`src/rtl/calendar_pkg.sv`:
```
// ----------------------------------------------------------------------------
// calendar_pkg
//   Shared definitions for the Gregorian calendar register:
//   - field widths for the day and month fields
//   - month constants JAN..DEC and the day-of-week encoding (0=Mon..6=Sun)
//   - month_len(), the number of days in a month for a given leap flag
//   Optional feature macro used by calendar_counter: DATE_DOW_EN
// ----------------------------------------------------------------------------
package calendar_pkg;

    localparam int DAY_W   = 5;
    localparam int MONTH_W = 4;

    typedef enum logic [MONTH_W-1:0] {
        JAN = 4'd1,  FEB = 4'd2,  MAR = 4'd3,  APR = 4'd4,
        MAY = 4'd5,  JUN = 4'd6,  JUL = 4'd7,  AUG = 4'd8,
        SEP = 4'd9,  OCT = 4'd10, NOV = 4'd11, DEC = 4'd12
    } month_e;

    typedef enum logic [2:0] {
        MON = 3'd0, TUE = 3'd1, WED = 3'd2, THU = 3'd3,
        FRI = 3'd4, SAT = 3'd5, SUN = 3'd6
    } dow_e;

    // Returns 0 for an out-of-range month so that a load with a bad month
    // can never pass the day-range check by accident.
    function automatic logic [DAY_W-1:0] month_len(input logic [MONTH_W-1:0] month,
                                                   input logic               leap);
        logic [DAY_W-1:0] len;
        len = 5'd0;
        case (month)
            APR, JUN, SEP, NOV:                len = 5'd30;
            FEB:                               len = leap ? 5'd29 : 5'd28;
            JAN, MAR, MAY, JUL, AUG, OCT, DEC: len = 5'd31;
            default:                           len = 5'd0;
        endcase
        return len;
    endfunction

endpackage

```
`src/rtl/calendar_leap_check.sv`:
```
// ----------------------------------------------------------------------------
// calendar_leap_check
//   Combinational leap-year decode. The stored year is offset by YEAR_BASE
//   to obtain the calendar year, then the full Gregorian rule is applied:
//   divisible by 4, except centuries, except every fourth century.
// Ports
//   i_year  in   YEAR_W  stored year (calendar year - YEAR_BASE)
//   o_leap  out  1       calendar year is a leap year
// ----------------------------------------------------------------------------
module calendar_leap_check #(
    parameter int YEAR_W    = 12,
    parameter int YEAR_BASE = 2000
) (
    input  logic [YEAR_W-1:0] i_year,
    output logic              o_leap
);

    logic [31:0] w_calYear;

    // 32 bits comfortably holds any stored year plus a realistic base year.
    assign w_calYear = 32'(i_year) + 32'(YEAR_BASE);

    assign o_leap = ((w_calYear % 32'd4) == 32'd0) &&
                    (((w_calYear % 32'd100) != 32'd0) || ((w_calYear % 32'd400) == 32'd0));

endmodule

```
`src/rtl/calendar_counter.sv`:
```
// ----------------------------------------------------------------------------
// calendar_counter
//   Gregorian calendar register. Advances day/month/year on a one-cycle
//   day_tick, validates loads against month length (leap rule evaluated on
//   the loaded year) and flags month, year and year-field rollover.
//   Optional feature: define DATE_DOW_EN to add a day-of-week register with
//   dow_in/dow_out ports. Without it DOW_RESET has no effect.
// Ports
//   clk        in   1          system clock, posedge
//   rst_n      in   1          synchronous reset, active-low
//   day_tick   in   1          advance the date by one day
//   load       in   1          overwrite the date with date_in (if valid)
//   date_in    in   9+YEAR_W   {day[4:0], month[3:0], year[YEAR_W-1:0]}
//   date_out   out  9+YEAR_W   current date, same format
//   leap       out  1          current year is a leap year
//   month_end  out  1          current day is the last day of the month
//   new_month  out  1          pulse: month just advanced
//   new_year   out  1          pulse: year just advanced
//   year_wrap  out  1          pulse: year field wrapped from all-ones to 0
//   load_err   out  1          pulse: load rejected
//   dow_in     in   3          day of week to load (DATE_DOW_EN)
//   dow_out    out  3          current day of week 0..6 (DATE_DOW_EN)
// ----------------------------------------------------------------------------
module calendar_counter
    import calendar_pkg::*;
#(
    parameter int YEAR_W    = 12,
    parameter int YEAR_BASE = 2000,
    parameter int DOW_RESET = 6
) (
    input  logic                clk,
    input  logic                rst_n,
    input  logic                day_tick,
    input  logic                load,
    input  logic [8+YEAR_W:0]   date_in,
    output logic [8+YEAR_W:0]   date_out,
    output logic                leap,
    output logic                month_end,
    output logic                new_month,
    output logic                new_year,
    output logic                year_wrap,
`ifdef DATE_DOW_EN
    input  logic [2:0]          dow_in,
    output logic [2:0]          dow_out,
`endif
    output logic                load_err
);

    localparam logic [YEAR_W-1:0] YEAR_ONE = YEAR_W'(1);

    if (YEAR_BASE < 0) begin : g_badYearBase
        $error("calendar_counter: YEAR_BASE must be >= 0");
    end
    if ((DOW_RESET < 0) || (DOW_RESET > 6)) begin : g_badDowReset
        $error("calendar_counter: DOW_RESET must be in 0..6");
    end

    logic [DAY_W-1:0]   r_day;
    logic [MONTH_W-1:0] r_month;
    logic [YEAR_W-1:0]  r_year;
    logic               r_newMonth;
    logic               r_newYear;
    logic               r_yearWrap;
    logic               r_loadErr;

    logic [DAY_W-1:0]   w_inDay;
    logic [MONTH_W-1:0] w_inMonth;
    logic [YEAR_W-1:0]  w_inYear;
    logic               w_curLeap;
    logic               w_inLeap;
    logic [DAY_W-1:0]   w_curLen;
    logic [DAY_W-1:0]   w_inLen;
    logic               w_loadValid;

    assign w_inDay   = date_in[8+YEAR_W:4+YEAR_W];
    assign w_inMonth = date_in[3+YEAR_W:YEAR_W];
    assign w_inYear  = date_in[YEAR_W-1:0];

    calendar_leap_check #(
        .YEAR_W    (YEAR_W),
        .YEAR_BASE (YEAR_BASE)
    ) u_leapCur (
        .i_year (r_year),
        .o_leap (w_curLeap)
    );

    // Load validation must use the incoming year, not the current one,
    // so that 29-02 is judged against the year being loaded.
    calendar_leap_check #(
        .YEAR_W    (YEAR_W),
        .YEAR_BASE (YEAR_BASE)
    ) u_leapLoad (
        .i_year (w_inYear),
        .o_leap (w_inLeap)
    );

    assign w_curLen = month_len(r_month, w_curLeap);
    assign w_inLen  = month_len(w_inMonth, w_inLeap);

    // month_len() returns 0 for months outside 1..12, so the day-range test
    // alone also rejects bad months; the explicit month test keeps intent clear.
`ifdef DATE_DOW_EN
    assign w_loadValid = (w_inMonth >= JAN) && (w_inMonth <= DEC) &&
                         (w_inDay != 5'd0) && (w_inDay <= w_inLen) &&
                         (dow_in != 3'd7);
`else
    assign w_loadValid = (w_inMonth >= JAN) && (w_inMonth <= DEC) &&
                         (w_inDay != 5'd0) && (w_inDay <= w_inLen);
`endif

    // Date register. Reset beats load, load beats tick; all pulses default
    // low every cycle so each lasts exactly one clock.
    always_ff @(posedge clk) begin
        if (!rst_n) begin
            r_day      <= 5'd1;
            r_month    <= JAN;
            r_year     <= '0;
            r_newMonth <= 1'b0;
            r_newYear  <= 1'b0;
            r_yearWrap <= 1'b0;
            r_loadErr  <= 1'b0;
        end else begin
            r_newMonth <= 1'b0;
            r_newYear  <= 1'b0;
            r_yearWrap <= 1'b0;
            r_loadErr  <= 1'b0;
            if (load) begin
                if (w_loadValid) begin
                    r_day   <= w_inDay;
                    r_month <= w_inMonth;
                    r_year  <= w_inYear;
                end else begin
                    r_loadErr <= 1'b1;
                end
            end else if (day_tick) begin
                if (r_day < w_curLen) begin
                    r_day <= r_day + 5'd1;
                end else begin
                    r_day      <= 5'd1;
                    r_newMonth <= 1'b1;
                    if (r_month == DEC) begin
                        r_month   <= JAN;
                        r_year    <= r_year + YEAR_ONE;
                        r_newYear <= 1'b1;
                        if (&r_year) begin
                            r_yearWrap <= 1'b1;
                        end
                    end else begin
                        r_month <= r_month + 4'd1;
                    end
                end
            end
        end
    end

`ifdef DATE_DOW_EN
    logic [2:0] r_dow;

    // Day of week follows the same load/tick priority as the date.
    always_ff @(posedge clk) begin
        if (!rst_n) begin
            r_dow <= 3'(DOW_RESET);
        end else if (load) begin
            if (w_loadValid) begin
                r_dow <= dow_in;
            end
        end else if (day_tick) begin
            r_dow <= (r_dow == SUN) ? MON : (r_dow + 3'd1);
        end
    end

    assign dow_out = r_dow;
`endif

    assign date_out  = {r_day, r_month, r_year};
    assign leap      = w_curLeap;
    assign month_end = (r_day == w_curLen);
    assign new_month = r_newMonth;
    assign new_year  = r_newYear;
    assign year_wrap = r_yearWrap;
    assign load_err  = r_loadErr;

endmodule
```
`config.mk`:
```
export PLATFORM = sky130hd
export DESIGN_NAME = calendar_counter
export DESIGN_NICKNAME = d
export VERILOG_FILES = /design/src/rtl/calendar_pkg.sv /design/src/rtl/calendar_leap_check.sv /design/src/rtl/calendar_counter.sv
export SDC_FILE = /design/constraint.sdc
export NUM_CORES = 1
export LEC_CHECK = 0
export CAP_MARGIN = 20
export CORE_ASPECT_RATIO = 0.6
export CORE_MARGIN = 10
export CORE_UTILIZATION = 40
export CTS_CLUSTER_DIAMETER = 150
export CTS_CLUSTER_SIZE = 30
export DETAILED_ROUTE_END_ITERATION = 12
export SLEW_MARGIN = 20
export SYNTH_ARGS = -nofsm -noshare
export SYNTH_HDL_FRONTEND = slang
export SYNTH_SLANG_ARGS = --single-unit
```
`constraint.sdc`:
```
create_clock -name clk -period 14.45 [get_ports clk]
set_clock_uncertainty 0.1 [all_clocks]
set_input_delay 1.445 -clock clk [delete_from_list [all_inputs] [get_ports clk]]
set_output_delay 1.445 -clock clk [all_outputs]
set_load 0.005 [all_outputs]
```
======== Word-level counts from Yosys, hierarchy flattened ========
Cells that the tools add are included.
storage, ports and cells
  word-level logic and storage cells ...... 100
  flip-flop bits (word level) ............. 25
  output and inout port bits .............. 27
operators by class
  bitwise gates (word level) .............. 3
  muxes and demuxes ....................... 22
  div/mod/pow operators ................... 4
  magnitude comparators ................... 4
  add/sub/neg operators ................... 5
  reduce and logical (&&, ||, !) cells .... 28
  equal/unequal tests ..................... 27
operators by type and width
  operator                                                number
  logical NOT 32 bit                                      4
  remainder unit 32 x 7 -> 32 bit, second input constant  2
  remainder unit 32 x 9 -> 32 bit, second input constant  2
  nonzero test 32 bit                                     2
  two-way mux 12 bit                                      5
  == test 4 bit, second input constant                    10
  == test 4 x 3 -> 1 bit, second input constant           8
  case mux 5 bit (3 select lines)                         2
  adder 12 x 11 -> 13 bit, second input constant          2
  two-way mux 4 bit                                       5
  two-way mux 5 bit                                       4
  == test 4 x 2 -> 1 bit, second input constant           4
  OR reduction 7 bit                                      2
  adder 12 x 1 -> 12 bit, second input constant           1
  AND reduction 12 bit                                    1
  OR reduction 4 bit                                      3
  == test 4 x 1 -> 1 bit, second input constant           2
  two-way mux 1 bit                                       6
  adder 5 x 1 -> 5 bit, second input constant             1
  == test 5 bit                                           1
  <= comparator 5 bit                                     1
  logical AND 1 bit                                       5
  < comparator 5 bit                                      1
  nonzero test 5 bit                                      1
  13 further kinds                                        18

======== Logic depth before layout (Yosys ltp) ========
  depth after elaboration ................. 11
  mapped depth ............................ 40
  gate-level depth less buffers ........... 38

======== Hierarchy ========
From an unflattened synthesis, not the netlist that was laid out.
unflattened totals
  cell total of the unflattened synthesis .. 673
  area, all modules ....................... 4872.2 um^2
by module, submodules not included
  module               area each (um^2)  times used  cells an instance
  calendar_leap_check  1387.6            2           206
  calendar_counter     2097.0            1           261

======== Least setup slack after synthesis ========
OpenSTA, ideal clock, no wires.
  path kind ............................... input to register
  start point ............................. input port date_in[4]
  end point ............................... register r_year[4]
  setup slack ............................. 5.256 ns
  stages .................................. 40
  required time ........................... 14.231 ns
  arrival ................................. 8.976 ns
  buffers on the path ..................... 2
  path through ............................ ha_1 clkbuf_1 nor3_1 xnor2_1 a21oi_1 a21oi_1 o21ai_0 ha_1 nor4_1 nand3_1 a31oi_1 a32oi_1 xnor2_1 a2bb2oi_2 o32ai_1 xnor2_1 o21ai_1 a31oi_1 [... 4 more ...] xnor2_1 mux2i_1 a21oi_1 ha_1 nor2b_1 o21a_1 o21ai_0 nand2b_1 a21oi_1 a31oi_1 a211oi_1 a21o_1 nand2_1 nor2_1 clkbuf_1 o21ai_0 a22oi_1 nor2b_1
between the ends
  longest elaborated chain between the ends .. 11
ends and longest elaborated chain
  item                                                                                line                       RTL
  from (decl)                                                                         calendar_counter.sv:35     input logic [8+YEAR_W:0] date_in,
  adder 12 x 11 -> 13 bit                                                             calendar_leap_check.sv:21  assign w_calYear = 32'(i_year) + 32'(YEAR_BASE);
  remainder unit 32 x 7 -> 32 bit or remainder unit 32 x 9 -> 32 bit (tied branches)  calendar_leap_check.sv:24  (((w_calYear % 32'd100) != 32'd0) || ((w_calYear % 32'd400) == 32'd0));
  nonzero test 32 bit or logical NOT 32 bit (tied branches)                           calendar_leap_check.sv:24
  logical OR 1 bit                                                                    calendar_leap_check.sv:24
  logical AND 1 bit                                                                   calendar_leap_check.sv:23  assign o_leap = ((w_calYear % 32'd4) == 32'd0) &&
  two-way mux 1 bit                                                                   calendar_pkg.sv:33         FEB: len = leap ? 5'd29 : 5'd28;
  case mux 5 bit (3 select lines)                                                     calendar_pkg.sv:31         case (month)
  <= comparator 5 bit                                                                 calendar_counter.sv:108    (w_inDay != 5'd0) && (w_inDay <= w_inLen);
  logical AND 1 bit                                                                   calendar_counter.sv:108
  inequality test 2 x 1 -> 1 bit (no line)                                            n/a
  AND reduction 4 bit (no line)                                                       n/a
  to (signal assigned)                                                                calendar_counter.sv:131    r_year <= w_inYear;
  to (signal assigned)                                                                calendar_counter.sv:143    r_year <= r_year + YEAR_ONE;
  to (decl)                                                                           calendar_counter.sv:60     logic [YEAR_W-1:0] r_year;
Several ways; a longest one is shown, not always the timed one. The select of a mux whose other input is x is not followed.
A chain may end at the register's enable or synchronous reset.

======== Worst setup path after layout ========
  start point ............................. input port date_in[4]
  end point ............................... register r_year[2]
between the ends
  longest elaborated chain between the ends .. 11
ends and longest elaborated chain
  item                                                                                line
  adder 12 x 11 -> 13 bit *                                                           calendar_leap_check.sv:21
  remainder unit 32 x 7 -> 32 bit or remainder unit 32 x 9 -> 32 bit (tied branches)  calendar_leap_check.sv:24
  nonzero test 32 bit or logical NOT 32 bit (tied branches)                           calendar_leap_check.sv:24
  logical OR 1 bit *                                                                  calendar_leap_check.sv:24
  logical AND 1 bit *                                                                 calendar_leap_check.sv:23
  two-way mux 1 bit *                                                                 calendar_pkg.sv:33
  case mux 5 bit (3 select lines) *                                                   calendar_pkg.sv:31
  <= comparator 5 bit *                                                               calendar_counter.sv:108
  logical AND 1 bit *                                                                 calendar_counter.sv:108
  inequality test 2 x 1 -> 1 bit (no line) *                                          n/a
  AND reduction 4 bit (no line) *                                                     n/a
Every way passes the cells marked *; elsewhere a longest branch is shown, timed or not.

==> impl_metrics.env <==
export IMPL_status="finished clean"
export IMPL_synth_avg_cell_area_um2=6.84
export IMPL_yosysSeqAreaShare_pct=10.4
export IMPL_min_period_ns=11.95
export IMPL_startpoint_type="primary input"
export IMPL_p_seq_share_pct=15.6
export IMPL_routed_wl_um=16400
export IMPL_grtUsageTotal_pct=18.1
export IMPL_dieArea_um2=17000
export IMPL_overflow=0
export IMPL_grt_pass1_vias=5006
export IMPL_areaGrowthSynthToFinish_pct=13.3
export IMPL_portBuffers=51
export IMPL_syn_inst=703
export IMPL_root_buffer="clkbuf_16"
export IMPL_fin_util_pct=47.3
export IMPL_ys_types=88
export IMPL_power_leakage_uw=0.00205
export IMPL_post_cts_resized=0
export IMPL_combPwrFrac_pct=72.1
export IMPL_cts_tree="done"
export IMPL_final_antenna_net_count=0
export IMPL_grt_max_degree=42
export IMPL_synth_compound_area_share_pct=37.9
export IMPL_cts_num_sinks=25
export IMPL_drt_initial_drc_count=711
export IMPL_synth_xor_area_share_pct=5.83
export IMPL_finalCritPeriodShare_pct=82.7
export IMPL_fin_tns_setup_ns=0
export IMPL_irDropWorstVdd_uv=45.2
export IMPL_ys_seq_elements=25
export IMPL_pwr_share_clk_pct=12.3
export IMPL_core_rowCount=30
export IMPL_cp_end_kind="flip-flop"
export IMPL_synth_top_family_by_area="compound AO/OA/AOI/OAI gates"
export IMPL_fmax_mhz=83.7
export IMPL_multi_input_area_um2=4040
export IMPL_antenna_found_initial=0
export IMPL_critPathKind="primary input to flip-flop"
export IMPL_drc=0
export IMPL_synth_top_area_share_pct=10.4
export IMPL_gp_congestion=0.982
export IMPL_net_switching_power_uw=261
export IMPL_final_cell_mix="nand2_1 (65), o21ai_0 (53), nor2_1 (51), clkdlybuf4s50_1 (51), a21oi_1 (50)"
export IMPL_max_cap_violations=0
export IMPL_cts_buffer_depth=2
export IMPL_post_cts_setup_buffers=0
export IMPL_slew_limit_headroom_pct=41.8
export IMPL_hp_class="flip-flop to flip-flop"
export IMPL_p_int_uw=262
export IMPL_cts_hold_buf=0
export IMPL_synth_edf_count=0
export IMPL_power_switching_share_pct=49.9
export IMPL_core_area_um2=11500
export IMPL_drive_above_1_share_pct=5.14
export IMPL_cpMaxStageDelayCell="clkdlybuf4s50_1"
export IMPL_synth_warnings=0
export IMPL_synthAdderAreaFrac_pct=6.12
export IMPL_n_antenna_cell=0
export IMPL_worstPathRequired_ns=14.51
export IMPL_final_max_slew_viol_count=0
export IMPL_final_fill_count=1166
export IMPL_start_util_pct=41.7
export IMPL_io_pins=52
export IMPL_cts_htree_levels=1
export IMPL_yosys_area_share_simple_pct=31.7
export IMPL_wire_per_inst_um=18.7
export IMPL_synth_area_mux_share_pct=2.55
export IMPL_die_y_um=105
export IMPL_nets=767
export IMPL_hold_viol_final=0
export IMPL_synth_top_area_cell="dfxtp_1"
export IMPL_first_pass_iters=5
export IMPL_clk_pin_slew_ns=0.07
export IMPL_syn_cell_area_um2=4810
export IMPL_tightest_slew_ns=0.871
export IMPL_rsz0062_at_grt="false"
export IMPL_crit_arrival_ns=12.01
export IMPL_slowest_delay_ns=0.76
export IMPL_async_reset_ff_share_pct=0
export IMPL_cp_max_fo=23
export IMPL_grt_pass1_wl_um=26400
export IMPL_worstSkewPairLatency_ns=0.26
export IMPL_ys_top_cells_by_area="dfxtp_1 (10%), o21ai_0 (5.5%), ha_1 (5.5%), a21oi_1 (5.2%), nand2_1 (5.1%)"
export IMPL_layout_commonest_cell="nand2_1"
export IMPL_synthesis_nets=749
export IMPL_ff_latch_area_um2=500
export IMPL_synth_ff_type="dfxtp_1"
export IMPL_powerDensity_nw_per_um2=96.1
export IMPL_vias=5647
export IMPL_critPathMostFrequentCell="a21oi_1"
export IMPL_finalSetupViolations=0
export IMPL_via_per_inst=6.42
export IMPL_cts_made_buffers=3
export IMPL_die_w_um=162
export IMPL_hpwl_um=12800
metrics by stage:
stage | hold slack, ns | power [uW] | instance area, um^2 | worst slack [ns] | cells
3_5_place_dp | 0.457 | 448 | 5370 | 2.52 | 876
2_1_floorplan | 0.400 | 361 | 4810 | 5.26 | 703
4_1_cts | 0.474 | 516 | 5450 | 2.78 | 880
6_report | 0.467 | 523 | 5450 | 2.50 | 880
5_1_grt | 0.494 | 566 | 5450 | 1.34 | 880
3_3_place_gp | 0.432 | 443 | 5370 | 2.66 | 876
worst max-delay path, delay by kind of cell:
kind	cells	cell delay, ns
AO/OA/AOI/OAI	19	4.08
AND/OR/NAND/NOR	11	3.04
XOR/XNOR	4	1.57
adder cells (fa/ha/maj)	3	0.98
buffers and inverters	1	0.76
multiplexers	1	0.11
per-layer routing:
layer	vias up	track usage, %	wire [um]
met5	-	0	0
li1	2724	-	-
met4	0	2.39	118
met3	12	4.86	1790
met2	272	23.4	6230
met1	2639	28.7	8290
sequential cells by signal, summed over array words and instances (netlist names):
name and cells:
r_day 5, r_month 4, new_year 1, year_wrap 1, load_err 1, r_year 12, new_month 1
final timing paths:
path                                              from                     end  slack (ns)  depth (start not counted)
worst max register to register  r_year[5]$_SDFFE_PN0P_  r_year[2]$_SDFFE_PN0P_        4.50                         35
worst min register to register  r_year[0]$_SDFFE_PN0P_  r_year[0]$_SDFFE_PN0P_        0.47                          2
worst max-delay path                        date_in[4]  r_year[2]$_SDFFE_PN0P_        2.50                         39
worst min-delay path            r_year[0]$_SDFFE_PN0P_  r_year[0]$_SDFFE_PN0P_        0.47                          2
cell type report:
class / instances / area share (%)
timing repair buffer: 54 / 9.78
sequential: 25 / 9.19
clock inverter: 1 / 0.0919
multi-input combinational: 613 / 74.2
clock buffer: 3 / 1.38
tap: 160 / 3.67
inverter: 24 / 1.65
cell families (layout without fill, tap and decap cells):
group | Yosys count | in the layout
simple gates | 287 | 287
compound gates | 258 | 258
buf+inv | 65 | 82
xor+xnor | 32 | 32
flops | 25 | 25
fa+ha+maj | 24 | 24
mux | 12 | 12
synth_stat cells, types with 9 or more instances:
| master | n |
|---|---|
| ha_1 | 21 |
| nor3_1 | 32 |
| nor2_1 | 52 |
| a31oi_1 | 10 |
| o211ai_1 | 10 |
| a22oi_1 | 12 |
| inv_1 | 22 |
| nor4_1 | 10 |
| clkbuf_1 | 29 |
| nand4_1 | 11 |
| and3_1 | 16 |
| a21oi_1 | 50 |
| dfxtp_1 | 25 |
| mux2i_1 | 10 |
| o21ai_0 | 53 |
| a211oi_1 | 16 |
| xnor2_1 | 27 |
| and2_1 | 21 |
| nor2b_1 | 12 |
| a21o_1 | 9 |
| nand3_1 | 24 |
| nand2_1 | 65 |
power groups by stage:
stage	sequential [uW]	clock [uW]	combinational, uW
finish	81.5	64.5	377
global route	82.7	68.9	414
CTS	81.4	66.4	368
detailed placement	82.8	0	365
global placement	82.9	0	360
floorplan	79.4	0	282
No activity file was read; power rests on OpenSTA's default activity.
